`src/rtl/pipe_stall_ctrl.sv`:
```
// Pipeline interlock for the F/D/E registers of the 5-stage core.
// Holds a shadow scoreboard of in-flight E/M destinations and the MD busy countdown.
module pipe_stall_ctrl #(
  parameter int MULT_CYCLES = 5,
  parameter int DIV_CYCLES  = 10,
  parameter int CW          = 4
) (
  input  logic        clk,
  input  logic        reset,
  input  logic        d_valid,
  input  logic [4:0]  d_rs,
  input  logic [4:0]  d_rt,
  input  logic [1:0]  d_tuse_rs,
  input  logic [1:0]  d_tuse_rt,
  input  logic [4:0]  d_wa,
  input  logic [1:0]  d_tnew,
  input  logic        d_md_use,
  input  logic        d_md_start,
  input  logic        d_md_div,
  output logic        f_we,
  output logic        d_we,
  output logic        e_flush,
  output logic        md_busy,
  output logic [15:0] stall_cnt
);

  localparam logic [1:0]    TUSE_NONE = 2'd3;
  localparam logic [CW-1:0] MULT_LOAD = CW'(MULT_CYCLES);
  localparam logic [CW-1:0] DIV_LOAD  = CW'(DIV_CYCLES);
  localparam logic [15:0]   CNT_MAX   = 16'hFFFF;

  logic [4:0]    e_wa;
  logic [1:0]    e_tnew;
  logic [4:0]    m_wa;
  logic [1:0]    m_tnew;
  logic [CW-1:0] md_cnt;

  logic          hz_rs;
  logic          hz_rt;
  logic          hz_md;
  logic          stall;
  logic          md_load;
  logic [1:0]    m_tnew_nxt;

  // A source is only hazardous when the producer's result is not yet
  // forwardable by the time this instruction needs it; $0 is never tracked.
  function automatic logic src_hazard(
    input logic [4:0] src,
    input logic [1:0] tuse,
    input logic [4:0] ewa,
    input logic [1:0] etnew,
    input logic [4:0] mwa,
    input logic [1:0] mtnew
  );
    logic hit_e;
    logic hit_m;
    hit_e = (src == ewa) && (etnew > tuse);
    hit_m = (src == mwa) && (mtnew > tuse);
    return (tuse != TUSE_NONE) && (src != 5'd0) && (hit_e || hit_m);
  endfunction

  always_comb begin
    hz_rs = d_valid && src_hazard(d_rs, d_tuse_rs, e_wa, e_tnew, m_wa, m_tnew);
    hz_rt = d_valid && src_hazard(d_rt, d_tuse_rt, e_wa, e_tnew, m_wa, m_tnew);
    hz_md = d_valid && d_md_use && (md_cnt != '0);
    stall = hz_rs || hz_rt || hz_md;
  end

  assign md_load    = !stall && d_valid && d_md_start;
  assign m_tnew_nxt = (e_tnew == 2'd0) ? 2'd0 : e_tnew - 2'd1;

  // Reset holds the fetch/decode registers and keeps flushing E.
  assign f_we    = reset && !stall;
  assign d_we    = reset && !stall;
  assign e_flush = !reset || stall;
  assign md_busy = (md_cnt != '0);

  always_ff @(posedge clk or negedge reset) begin
    if (!reset) begin
      e_wa   <= 5'd0;
      e_tnew <= 2'd0;
      m_wa   <= 5'd0;
      m_tnew <= 2'd0;
    end else begin
      m_wa   <= e_wa;
      m_tnew <= m_tnew_nxt;
      if (stall || !d_valid) begin
        e_wa   <= 5'd0;
        e_tnew <= 2'd0;
      end else begin
        e_wa   <= d_wa;
        e_tnew <= d_tnew;
      end
    end
  end

  // Busy countdown starts the edge the MD instr enters E, so md_busy is
  // high for exactly MULT_CYCLES/DIV_CYCLES cycles.
  always_ff @(posedge clk or negedge reset) begin
    if (!reset) begin
      md_cnt <= '0;
    end else if (md_load) begin
      md_cnt <= d_md_div ? DIV_LOAD : MULT_LOAD;
    end else if (md_cnt != '0) begin
      md_cnt <= md_cnt - 1'b1;
    end
  end

  always_ff @(posedge clk or negedge reset) begin
    if (!reset) begin
      stall_cnt <= 16'd0;
    end else if (stall && (stall_cnt != CNT_MAX)) begin
      stall_cnt <= stall_cnt + 16'd1;
    end
  end

endmodule

```
`config.mk`:
```
export PLATFORM = sky130hd
export DESIGN_NAME = pipe_stall_ctrl
export DESIGN_NICKNAME = d
export VERILOG_FILES = /design/src/rtl/pipe_stall_ctrl.sv
export SDC_FILE = /design/constraint.sdc
export NUM_CORES = 1
export LEC_CHECK = 0
export BUFFER_PORTS_ARGS = -buffer_cell sky130_fd_sc_hd__buf_2
export CAP_MARGIN = 0
export CELL_PAD_IN_SITES_DETAIL_PLACEMENT = 1
export CELL_PAD_IN_SITES_GLOBAL_PLACEMENT = 2
export CORE_MARGIN = 10
export CORE_UTILIZATION = 33
export CTS_CLUSTER_DIAMETER = 120
export CTS_CLUSTER_SIZE = 40
export DETAILED_ROUTE_END_ITERATION = 10
export GPL_TIMING_DRIVEN = 0
export PLACE_DENSITY_LB_ADDON = 0.25
export SKIP_CTS_REPAIR_TIMING = 1
export SLEW_MARGIN = 20
export SYNTH_ARGS = -nofsm -noshare
export SYNTH_HDL_FRONTEND = slang
export SYNTH_SLANG_ARGS = --single-unit
```
`constraint.sdc`:
```
create_clock -name clk -period 2.84 [get_ports clk]
set_input_delay 0.142 -clock clk [delete_from_list [all_inputs] [get_ports clk]]
set_output_delay 0.142 -clock clk [all_outputs]
set_load 0.005 [all_outputs]
```
# Word-level counts from Yosys, hierarchy flattened
# Index checks and enable logic that the tools add are counted.
# totals
reg_bits,34
inputBits,27
wordCells,56
# op_classes
addsub,3
n_lt_le_gt_ge,4
eq_ne,7
mux,6
reduce_logical,30
# op_table
op,n
$eq A5 B5 Y1,4
$add A16 B1 Y16 const B,1
$logic_and A1 B1 Y1,16
$ne A16 B16 Y1 const B,1
$mux W4,3
$reduce_bool A5 Y1,2
$gt A2 B2 Y1,4
$logic_or A1 B1 Y1,6
$mux W5,1
$mux W2,2
$ne A2 B2 Y1 const B,2
$reduce_bool A4 Y1,1
$sub A4 B1 Y4 const B,1
$logic_not A1 Y1,3
$logic_not A2 Y1,1
$reduce_bool A2 Y1,1
$sub A2 B1 Y2 const B,1

# Depth between registers and ports, before layout
# logic_depth
word_depth,11
depth_mapped,12

# Worst setup path before layout
# OpenSTA, ideal clock, no wires.
# synth_timing
kind,flip-flop to output port
from,register e_tnew[1]
to,output port f_we
arrival_time_ns,2.105
required_time_ns,2.698
slack_ns,0.593
stages_incl_launch_ff,12
n_path_buf,3
path_cell_list,dfrtp_1 > ha_1 > nand2_1 > nand4_1 > nor4_1 > o221ai_1 > and3_1 > buf_6 > buf_2 > o21ai_0 > inv_1 > buf_4
# synth_between
elab_chain_cells,9
word_cells_on_any_way,14
classes_between,order compare: 2; reduce/logical: 12
# synth_rtl
element,line_no,source
"start, declared",33,logic [1:0] e_tnew;
"start signal, assigned",92,e_tnew <= d_tnew;
$gt A2 B2 Y1,57,hit_e = (src == ewa) && (etnew > tuse);
$logic_and A1 B1 Y1,57,
$logic_or A1 B1 Y1,59,return (tuse != TUSE_NONE) && (src != 5'd0) && (hit_e || hit_m);
$logic_and A1 B1 Y1,59,
$logic_and A1 B1 Y1 (on tied branches),"63, 64",
$logic_or A1 B1 Y1 (*) (2 in a row),66,stall = hz_rs || hz_rt || hz_md;
$logic_not A1 Y1 (*),-,
$logic_and A1 B1 Y1 (*),-,
"end, declared",20,"output logic f_we,"
# Every way passes the cells marked *; elsewhere a longest branch is shown, timed or not.

# Final worst setup path
# layout_timing
from,register m_tnew[1]
to,output port f_we
# layout_between
elab_chain_cells,9
word_cells_on_any_way,14
classes_between,order compare: 2; reduce/logical: 12
# layout_rtl
element,line_no,source
"start, declared",35,logic [1:0] m_tnew;
"start signal, assigned",86,m_tnew <= m_tnew_nxt;
$gt A2 B2 Y1,58,hit_m = (src == mwa) && (mtnew > tuse);
$logic_and A1 B1 Y1,58,
$logic_or A1 B1 Y1,59,
$logic_and A1 B1 Y1,59,
$logic_and A1 B1 Y1 (on tied branches),"63, 64",
$logic_or A1 B1 Y1 (*) (2 in a row),66,
$logic_not A1 Y1 (*),73,assign f_we = reset && !stall;
$logic_and A1 B1 Y1 (*),73,
# Marked as above.

==> out/metrics.csv <==
metric;value;unit
worst reg2reg path depth;10;
initial DRC count;24;
crit path DAT;2520;ps
Core Util, Final;42.95;%
Layout Nets;275;
Total Power;0.001466;W
Die ar.;9372;sq um
CTS tree;built;
Hold WC Path Type;in2async;
Seq cells post-synth;34;
RSZ-0062 raised after global routing;false;
vias in the first global route;1649;
clock latency on the worst-skew pair;280;ps
critical path class;reg2out;
fin crit share;93.64;%
total gr overflow;0;
min Tclk post-route;2659;ps
Distinct cells, synth;34;
hpwl dp;3.828;mm
RePlAce Congestion;0.7456;
H-tree depth;2;
post-synthesis sequential area ratio;43.70;%
Static Leak;1.236;nW
largest net degree at the start of global routing;36;
via count;1500;
Post-Place Worst Slack;176.4;ps
Final Non-Filler Cells;310;
Pre-antenna DRT Iters;4;
Initial Util;34.72;%
final worst slack;180.7;ps
clk root buf;clkbuf_8;
CTS buffer count;5;
Worst Tran Pin Value;814.8;ps
Final setup viols;0;
crit path cell chain;ha_4 -> nor2b_1 -> o21ai_0 -> a2111oi_2 -> o21ai_1 -> and3_1 -> buf_6 -> o21ai_4 -> inv_1 -> buf_4 -> buf_2;
core box area;5608;sq um
deepest clock path buffer count;2;
crit-path max cell delay;420;ps
crit start category;register;
Hold Slack;-45.71;ps
share of cells above drive strength 1;31.09;%
Peak Freq;376.0;MHz
Via density;4.839;
worst vdd ir;0.3434;mV
placed cell count;303;
Max-cap violations;0;
Syn Inst Count;185;
final WL;4.834;mm
Synthesis Warnings;0;
Routed Antenna Nets;0;
leading cell type in the layout, fill and taps excluded;buf_2;
Yosys top cell area share;43.70;%
final count of pins violating max slew;0;
Syn Std Cell Area;1947;sq um
first-pass GRT wire length;8.328;mm
most frequent cells in the layout;buf_2 (47), dfrtp_1 (34), xor2_1 (23);
synth top area cells;dfrtp_1 (44%), xor2_1 (10%), ha_1 (7.1%);
Ant. Diodes;0;
outcome;finished, violations left;
Reg clk slew, reported paths;70;ps
syn avg cell area;10.52;sq um
# port buffers;46;
Layout Skew;7.356;ps
critical path's top delay family;compound AO/OA/AOI/OAI gates;
Die W;96.81;um
FP Rows;27;
Final Hold Viols;34;
P&R area growth vs syn;23.71;%
Slew headroom;45.68;%
initial antenna violation count;0;
clk sink count;34;
worst-path maximum fanout;15;
Global Route Usage Sum;10.61;%
Boundary Pins;47;
post-synth net total;223;
Residual DRC;0;
CP Buf/Inv Count;4;
cell taking the most area after synthesis;dfrtp_1;
CP Data Required Time;2700;ps
slowest CP cell;dfrtp_1;
drt wl/cell;15.59;um
CP Depth;11;
Power per Cell Area;608.6;nW/um^2
failing checks;negative hold slack;
Critical Path Sink Type;output port;
die height;96.81;um
## through the flow
step	area [sq um]	setup TNS, ps
final	2409	0
after global routing	2409	0
after CTS	2359	-237.4
after detailed placement	2267	0
after global placement	2267	0
after floorplan	1947	0
## area by class of cell
cell class,count,area (sq um)
timing repair buffer,46,230.2
fill,669,3199
clock buffer,7,86.33
sequential,34,850.8
clock inverter,1,5.005
buffer,4,43.79
multi-input combinational,134,1057
tap,72,90.09
inverter,12,45.04
## final timing paths
path / from / end / slack [ps]
min in group clk: d_md_div / md_cnt[0]$_DFFE_PN0P_ / 80
max reg2reg: m_tnew[1]$_DFF_PN0_ / stall_cnt[8]$_DFFE_PN0P_ / 400
min reg2reg: e_tnew[0]$_DFF_PN0_ / m_tnew[0]$_DFF_PN0_ / 440
max in group asynchronous: reset / e_wa[4]$_DFF_PN0_ / 2370
max: m_tnew[1]$_DFF_PN0_ / f_we / 180
min: reset / stall_cnt[0]$_DFFE_PN0P_ / -50
## synthesized netlist by cell type (all sizes together)
cell type,number
a2111oi,1
a21o,1
a21oi,4
a22oi,1
and2,3
and3,10
and4,1
buf,5
dfrtp,34
ha,11
inv,12
mux2,3
mux2i,2
nand2,16
nand3,6
nand4,4
nor2,7
nor2b,2
nor3,9
nor3b,2
nor4,7
nor4b,1
o21ai,3
o221ai,1
or3,1
or4,1
xnor2,14
xor2,23
## state kept, by name, indices dropped and copies added (netlist names)
name	cells
e_tnew	2
e_wa	5
m_tnew	2
m_wa	5
md_cnt	4
stall_cnt	16
## routing by layer
metal	part of all wire [%]	up-vias	global-route usage (%)
li1	-	734	-
met1	47	733	13.16
met2	48	27	17.08
met3	3.5	6	2.981
met4	1.5	0	3.720
met5	0	-	0
## power by group
part / internal, W / total, W / switching [W]
Combinational: 0.000223 / 0.000448 / 0.000225
Sequential: 0.000570 / 0.000654 / 0.0000838
Clock: 0.000195 / 0.000364 / 0.000169
Total: 0.000988 / 0.00147 / 0.000477
## kinds of logic after synthesis
family / count (synthesis) / share of synthesized area [%]
AND/OR/NAND/NOR: 70 / 21.53
adder cells (fa/ha/maj): 11 / 7.069
XOR/XNOR: 37 / 16.65
flip-flops: 34 / 43.70
buffers and inverters: 17 / 4.820
AO/OA/AOI/OAI: 11 / 3.471
multiplexers: 5 / 2.763
(Power assumes the default switching activity.)
